--- config.mk ---
export PLATFORM = sky130hd
export DESIGN_NAME = pi_wheel_scheduler
export DESIGN_NICKNAME = d
export VERILOG_FILES = /design/src/rtl/pi_wheel_scheduler.sv
export SDC_FILE = /design/constraint.sdc
export NUM_CORES = 2
export LEC_CHECK = 0
export CAP_MARGIN = 20
export CORE_ASPECT_RATIO = 0.75
export CORE_MARGIN = 3
export CORE_UTILIZATION = 60
export CTS_CLUSTER_SIZE = 12
export DETAILED_ROUTE_END_ITERATION = 16
export PLACE_DENSITY = 0.91
export SLEW_MARGIN = 25
export SYNTH_ARGS = -nofsm -noshare
export SYNTH_HDL_FRONTEND = slang
export SYNTH_SLANG_ARGS = --single-unit
--- constraint.sdc ---
create_clock -name clk -period 13.1 [get_ports clk]
set_input_delay 1.965 -clock clk [delete_from_list [all_inputs] [get_ports clk]]
set_output_delay 1.965 -clock clk [all_outputs]
set_load 0.03 [all_outputs]
--- src/rtl/pi_wheel_scheduler.sv ---
// Time-multiplexed incremental PI controller: one shared multiplier sweeps all wheel channels
// per tick, applying deadband and saturation, then publishes every duty together.
module pi_wheel_scheduler #(
  parameter int unsigned NCH         = 4,
  parameter int unsigned SCALE_SHIFT = 7,
  parameter int          DEADBAND    = 32,
  parameter int unsigned OUT_SHIFT   = 8,
  parameter int          DUTY_MAX    = 4095,
  parameter int          DUTY_MIN    = -4095
) (
  input  logic                clk,
  input  logic                rst_n,
  input  logic                tick_i,
  input  logic [NCH-1:0]      en_i,
  input  logic [NCH*16-1:0]   set_bus_i,
  input  logic [NCH*32-1:0]   fb_bus_i,
  input  logic [31:0]         kp_ki_i,
  input  logic [31:0]         kp_i,
  output logic [NCH*16-1:0]   duty_bus_o,
  output logic                duty_valid_o,
  output logic                busy_o,
  output logic                overrun_o
);

  localparam int unsigned      ChW    = (NCH > 1) ? $clog2(NCH) : 1;
  localparam logic [ChW-1:0]   LastCh = ChW'(NCH - 1);
  localparam logic signed [31:0] DbPos  = 32'(DEADBAND);
  localparam logic signed [31:0] DbNeg  = -DbPos;
  localparam logic signed [32:0] AccMax = 33'(DUTY_MAX);
  localparam logic signed [32:0] AccMin = 33'(DUTY_MIN);

  typedef enum logic [2:0] {
    StIdle,
    StLoad,
    StMulP,
    StMulI,
    StAcc,
    StDone
  } state_e;

  state_e              state_q;
  logic [ChW-1:0]      ch_q;
  logic signed [31:0]  gain_a_q;
  logic signed [31:0]  gain_b_q;
  logic signed [31:0]  err_q;
  logic signed [31:0]  p_q;
  logic signed [31:0]  q_q;
  logic                en_c_q;
  logic signed [31:0]  pre_err_q [NCH];
  logic signed [32:0]  acc_q     [NCH];
  logic [NCH*16-1:0]   duty_q;
  logic                duty_valid_q;
  logic                busy_q;
  logic                overrun_q;

  logic signed [15:0]  set_arr [NCH];
  logic signed [31:0]  fb_arr  [NCH];

  for (genvar i = 0; i < NCH; i++) begin : g_unpack
    assign set_arr[i] = set_bus_i[16*i +: 16];
    assign fb_arr[i]  = fb_bus_i[32*i +: 32];
  end

  logic signed [31:0] set_ext;
  logic signed [31:0] e_raw;
  logic signed [31:0] e_db;
  logic signed [31:0] mul_a;
  logic signed [31:0] mul_b;
  logic signed [31:0] mul_res;
  logic signed [31:0] delta;
  logic signed [31:0] delta_sh;
  logic signed [32:0] acc_sum;
  logic signed [32:0] acc_sat;

  always_comb begin
    set_ext  = 32'(set_arr[ch_q]);
    e_raw    = (set_ext <<< SCALE_SHIFT) - fb_arr[ch_q];
    e_db     = ((e_raw > DbNeg) && (e_raw < DbPos)) ? '0 : e_raw;
    // Single multiplier: gain A x current error in MULP, gain B x previous error otherwise.
    mul_a    = (state_q == StMulP) ? gain_a_q : gain_b_q;
    mul_b    = (state_q == StMulP) ? err_q : pre_err_q[ch_q];
    mul_res  = mul_a * mul_b;
    delta    = p_q - q_q;
    delta_sh = delta >>> OUT_SHIFT;
    acc_sum  = acc_q[ch_q] + 33'(delta_sh);
    if (acc_sum > AccMax) begin
      acc_sat = AccMax;
    end else if (acc_sum < AccMin) begin
      acc_sat = AccMin;
    end else begin
      acc_sat = acc_sum;
    end
  end

  always_ff @(posedge clk or negedge rst_n) begin
    if (!rst_n) begin
      state_q      <= StIdle;
      ch_q         <= '0;
      gain_a_q     <= '0;
      gain_b_q     <= '0;
      err_q        <= '0;
      p_q          <= '0;
      q_q          <= '0;
      en_c_q       <= 1'b0;
      duty_q       <= '0;
      duty_valid_q <= 1'b0;
      busy_q       <= 1'b0;
      overrun_q    <= 1'b0;
      for (int c = 0; c < NCH; c++) begin
        pre_err_q[c] <= '0;
        acc_q[c]     <= '0;
      end
    end else begin
      duty_valid_q <= 1'b0;
      // Any tick outside IDLE (DONE included) is dropped and flagged.
      overrun_q    <= tick_i && (state_q != StIdle);
      unique case (state_q)
        StIdle: begin
          if (tick_i) begin
            state_q <= StLoad;
            ch_q    <= '0;
            busy_q  <= 1'b1;
          end
        end
        StLoad: begin
          if (ch_q == '0) begin
            gain_a_q <= kp_ki_i;
            gain_b_q <= kp_i;
          end
          err_q   <= e_db;
          en_c_q  <= en_i[ch_q];
          state_q <= StMulP;
        end
        StMulP: begin
          p_q     <= mul_res;
          state_q <= StMulI;
        end
        StMulI: begin
          q_q     <= mul_res;
          state_q <= StAcc;
        end
        StAcc: begin
          if (en_c_q) begin
            acc_q[ch_q]     <= acc_sat;
            pre_err_q[ch_q] <= err_q;
          end else begin
            acc_q[ch_q]     <= '0;
            pre_err_q[ch_q] <= '0;
            err_q           <= '0;
          end
          if (ch_q == LastCh) begin
            state_q <= StDone;
          end else begin
            ch_q    <= ch_q + 1'b1;
            state_q <= StLoad;
          end
        end
        StDone: begin
          for (int c = 0; c < NCH; c++) begin
            duty_q[16*c +: 16] <= acc_q[c][15:0];
          end
          duty_valid_q <= 1'b1;
          busy_q       <= 1'b0;
          state_q      <= StIdle;
        end
        default: begin
          state_q <= StIdle;
          busy_q  <= 1'b0;
        end
      endcase
    end
  end

  assign duty_bus_o   = duty_q;
  assign duty_valid_o = duty_valid_q;
  assign busy_o       = busy_q;
  assign overrun_o    = overrun_q;

endmodule

Word-level counts from Yosys, hierarchy flattened
Index checks and enable logic that the tools add are counted.
{"block": "classes", "magnitude_cmp": 7, "n_addsub": 4, "n_div": 0, "bitwise_logic": 6, "reduce_logical": 13, "mul": 1, "shifts": 0, "n_mux": 38, "n_eq_ne": 9}
{"cell": "$mux W32", "n": 9}
{"cell": "$mux W33", "n": 5}
{"cell": "$and A132 B132 Y132", "n": 1}
{"cell": "$bwmux W132", "n": 1}
{"cell": "$mux W132", "n": 1}
{"cell": "$not A132 Y132", "n": 1}
{"cell": "$and A128 B128 Y128", "n": 1}
{"cell": "$bmux W32 S2", "n": 2}
{"cell": "$bwmux W128", "n": 1}
{"cell": "$mux W128", "n": 1}
{"cell": "$not A128 Y128", "n": 1}
{"cell": "$bmux W33 S2", "n": 1}
{"cell": "$demux W33 S2", "n": 1}
{"cell": "$demux W32 S2", "n": 1}
{"cell": "$pmux W32 S2", "n": 1}
{"cell": "$add A33 B24 Y33", "n": 1}
{"cell": "$gt A33 B13 Y1 const B", "n": 1}
{"cell": "$lt A33 B13 Y1 const B", "n": 1}
{"cell": "$bmux W16 S2", "n": 1}
{"cell": "$gt A32 B6 Y1 const B", "n": 1}
{"cell": "$lt A32 B7 Y1 const B", "n": 1}
{"cell": "$mul A32 B32 Y32", "n": 1}
{"cell": "$mux W16", "n": 2}
{"cell": "$sub A23 B32 Y32", "n": 1}
{"cell": "27 further kinds", "n": 40}
{"block": "word_totals", "in_bits": 263, "word_cells": 98, "regBits": 493, "latch_bits": 0, "mem_bits_ro": 0, "mem_bits_rw": 0, "memories": 0}

Logic depth before layout (Yosys ltp)
{"block": "depth", "depth_word": 10, "ltp_mapped": 37, "depth_no_buf": 31}

Least setup slack after synthesis
OpenSTA, ideal clock, no wires.
{"block": "synth_path", "kind": "reg-to-reg", "start": "register state_q[2]", "end": "register q_q[30]", "n_path_buf": 6, "required_time_ns": 12.969, "arrival_ns": 9.104, "path_stages_with_launch": 36, "setup_slack_ns": 3.865, "cell_sequence": "dfrtp_1 clkbuf_1 nor2_1 nand2_1 buf_1 buf_1 clkbuf_1 clkbuf_1 clkbuf_1 nand2_1 nand2_1 nand2_1 fa_1 inv_1 fa_1 fa_1 inv_1 fa_1 inv_1 fa_1 inv_1 fa_1 inv_1 fa_1 fa_1 ha_1 a21o_1 a21oi_1 o21ai_0 a21o_1 a2111oi_0 o21ba_2 o21ai_0 o41ai_1 xor2_1 o21ai_0"}
{"block": "synth_between", "elab_chain_len": 3, "word_cells_on_any_way": 5}
{"item": "from (decl)", "line_no": "41", "source": "state_e state_q;"}
{"item": "from (signal assigned)", "line_no": "97", "source": "state_q <= StIdle;"}
{"item": "from (signal assigned)", "line_no": "120", "source": "state_q <= StLoad;"}
{"item": "from (signal assigned)", "line_no": "132", "source": "state_q <= StMulP;"}
{"item": "$eq A3 B2 Y1", "line_no": "80, 81"}
{"item": "$mux W32, on equally long branches", "line_no": "80, 81"}
{"item": "$mul A32 B32 Y32", "line_no": "82", "source": "mul_res = mul_a * mul_b;"}
{"item": "to (signal assigned)", "line_no": "139", "source": "q_q <= mul_res;"}
{"item": "to (decl)", "line_no": "47", "source": "logic signed [31:0] q_q;"}
Several ways; a longest one is shown, not always the timed one.
A chain may end at the register's enable or synchronous reset.

Final worst setup path
Same ends and word-level chain as after synthesis.

==> results.sh <==
export IMPL_rsz0062_at_grt="no"
export IMPL_min_from="acc_q[130]"
export IMPL_die_y_um=235.9
export IMPL_dp_hpwl_um=91210
export IMPL_yosysUniqueCellTypes=81
export IMPL_die_w_um=312.5
export IMPL_hold_viol_final=0
export IMPL_start_util=0.6121
export IMPL_syn_area_per_cell_um2=9.296
export IMPL_antenna_found_initial=2
export IMPL_drive_gt1_frac=0.08900
export IMPL_drv_slew=0
export IMPL_skew_ps=29.86
export IMPL_num_vias=35344
export IMPL_num_io_pins=330
export IMPL_insertion_delay_ps=650
export IMPL_synthFlopType="dfrtp_1"
export IMPL_syn_nets=5461
export IMPL_clockBufferDepth=3
export IMPL_cts_max_level=2
export IMPL_cp_max_fo=60
export IMPL_maxCapViolations=0
export IMPL_tritoncts="built"
export IMPL_synthTopCellsByCount="nand2_1, inv_1, dfrtp_1"
export IMPL_post_cts_setup_buffer_count=0
export IMPL_synth_top_area_share=0.2919
export IMPL_critical_path_top_cell_by_count="fa_1"
export IMPL_crit_required_ps=13580
export IMPL_fill_cells=4782
export IMPL_synth_edff_count=0
export IMPL_outcome="complete, no violations"
export IMPL_r2r_end="q_q[30]"
export IMPL_hold_depth=2
export IMPL_cts_root_buf="clkbuf_16"
export IMPL_cts_hold_buf=0
export IMPL_grt_pass1_wl_um=196700
export IMPL_route_detailed_drc=0
export IMPL_timing_rr_start="state_q[2]"
export IMPL_syn_area_um2=42270
export IMPL_wl_per_cell_um=21.35
export IMPL_synthMostInstantiatedCell="nand2_1"
export IMPL_dieArea_um2=73700
export IMPL_clkTransAtPathRegs_ps=60
export IMPL_yosysSeqAreaShare=0.2919
export IMPL_syn_inst=4547
export IMPL_drt_iter0_drc=3918
export IMPL_reg2reg_depth=29
export IMPL_rows=83
export IMPL_fmax_ghz=0.09998
export IMPL_yosysWarnings=0
export IMPL_crit_type="flop to flop"
export IMPL_gr_total_overflow=0
export IMPL_post_place_ws_ps=3434
export IMPL_grt_pass1_vias=36927
export IMPL_post_route_period_util=0.7635
export IMPL_arrival_ps=10480
export IMPL_synth_seq_cells=493
export IMPL_cts_resized=0
export IMPL_hold_class="flop to flop"
export IMPL_yosys_area_top_type="dfrtp_1"
export IMPL_setup_ws_ps=3098
export IMPL_cts_sinks=493
export IMPL_core_um2=69060
export IMPL_end_kind="flop"
export IMPL_hold_slack_ps=474.1
export IMPL_critical_path_max_stage_delay_ps=680
export IMPL_grt_max_degree=127
export IMPL_area_growth_syn_to_layout_pct=13.97
export IMPL_portBuffers=329
export IMPL_fin_tns_setup_ps=0
export IMPL_routed_wl_um=122700
export IMPL_maxSlewHeadroom=0.1878
export IMPL_drt_pass1_iter_count=7
export IMPL_via_per_inst=6.151
export IMPL_synthTopCellsByArea="dfrtp_1, fa_1, nand2_1"
export IMPL_ant_nets=0
export IMPL_start_kind="flop"
export IMPL_tightest_slew_ps=1184
export IMPL_synth_async_sr_flop_share=1.000
export IMPL_grt_util_all_layers=0.3349
export IMPL_routabilityCongestion=1.011
export IMPL_setup_viol=0
export IMPL_numCtsBuffers=51
export IMPL_hold_end="acc_q[130]"
export IMPL_min_period_ps=10000
export IMPL_final_nets=5697
export IMPL_cp_slowest_cell="dfrtp_1"
export IMPL_r2r_slack_ps=3100
how the worst max path moves through the flow:
| stage | start | endpoint | slack, ps | depth (start not counted) |
|---|---|---|---|---|
| finish | state_q[2] | q_q[30] | 3100 | 29 |
| global route | state_q[2] | q_q[30] | 2650 | 29 |
| CTS | state_q[2] | q_q[30] | 3260 | 29 |
| detailed placement | state_q[2] | q_q[30] | 3430 | 29 |
| global placement | state_q[2] | p_q[31] | 3570 | 29 |
| floorplan | state_q[2] | q_q[30] | 3860 | 35 |
kinds of logic (layout without fill, tap and decap cells):
kind of cell             Yosys count  after routing  synth area share
AND/OR/NAND/NOR                 1661           1661            0.1648
multiplexers                     257            257           0.09718
buffers and inverters            743           1005           0.06660
other                              0              2                 0
adder cells (fa/ha/maj)          651            651            0.2653
AO/OA/AOI/OAI                    591            591           0.08294
flip-flops                       493            493            0.2919
XOR/XNOR                         151            151           0.03129
stage by stage:
step	util	std cells	cell area, µm²
finish	0.6976	5746	48180
CTS	0.6967	5743	48110
global placement	0.6741	5664	46560
floorplan	-	4547	42270
detailed placement	0.6743	5664	46570
global route	0.6975	5744	48170
cell usage in the layout (no fill, tap or decap), types with 115 or more instances in the layout:
cell type        instances
nor2_1                 472
ha_1                   242
clkdlybuf4s50_1        328
a21oi_1                136
o21ai_0                238
mux4_2                 115
nand2_1                895
fa_1                   409
dfrtp_1                491
inv_1                  532
cell type report:
cell class | instances | area, µm² | area share
Multi-Input combinational cell | 3311 | 27310 | 0.5669
Sequential cell | 493 | 12340 | 0.2562
Timing Repair Buffer | 393 | 3799 | 0.07885
Inverter | 533 | 2001 | 0.04153
Clock buffer | 68 | 1390 | 0.02885
Tap cell | 935 | 1170 | 0.02428
Clock inverter | 11 | 155.1 | 0.003220
Antenna cell | 2 | 5.005 | 0.0001039
registers in the layout, summed over array words and instances, names as in the netlist:
name	cells
gain_b_q	32
gain_a_q	32
acc_q	132
en_c_q	1
overrun_o	1
q_q	32
ch_q	2
busy_o	1
pre_err_q	128
state_q	3
duty_valid_o	1
duty_bus_o	64
err_q	32
p_q	32
worst max-delay path: cells and delay by family (launching register included):
family	cells	cell delay, ps
adders and majority gates	9	4340
AOI/OAI and AO/OA	9	2150
buffers and inverters	6	1170
and+or+nand+nor	3	910
DFF	1	680
muxes	1	290
xor gates and xnor gates	1	260
layer usage:
metal	global-route usage	vias to the layer above	routed length, µm
li1	-	15195	-
met1	0.4368	17314	44890
met2	0.5333	2338	56590
met3	0.09750	495	15640
met4	0.1275	2	5509
met5	0.004545	-	51
Power is left out: the tool's default activity adds up to more than one toggle a clock period on the data nets, which glitch-free logic cannot reach.
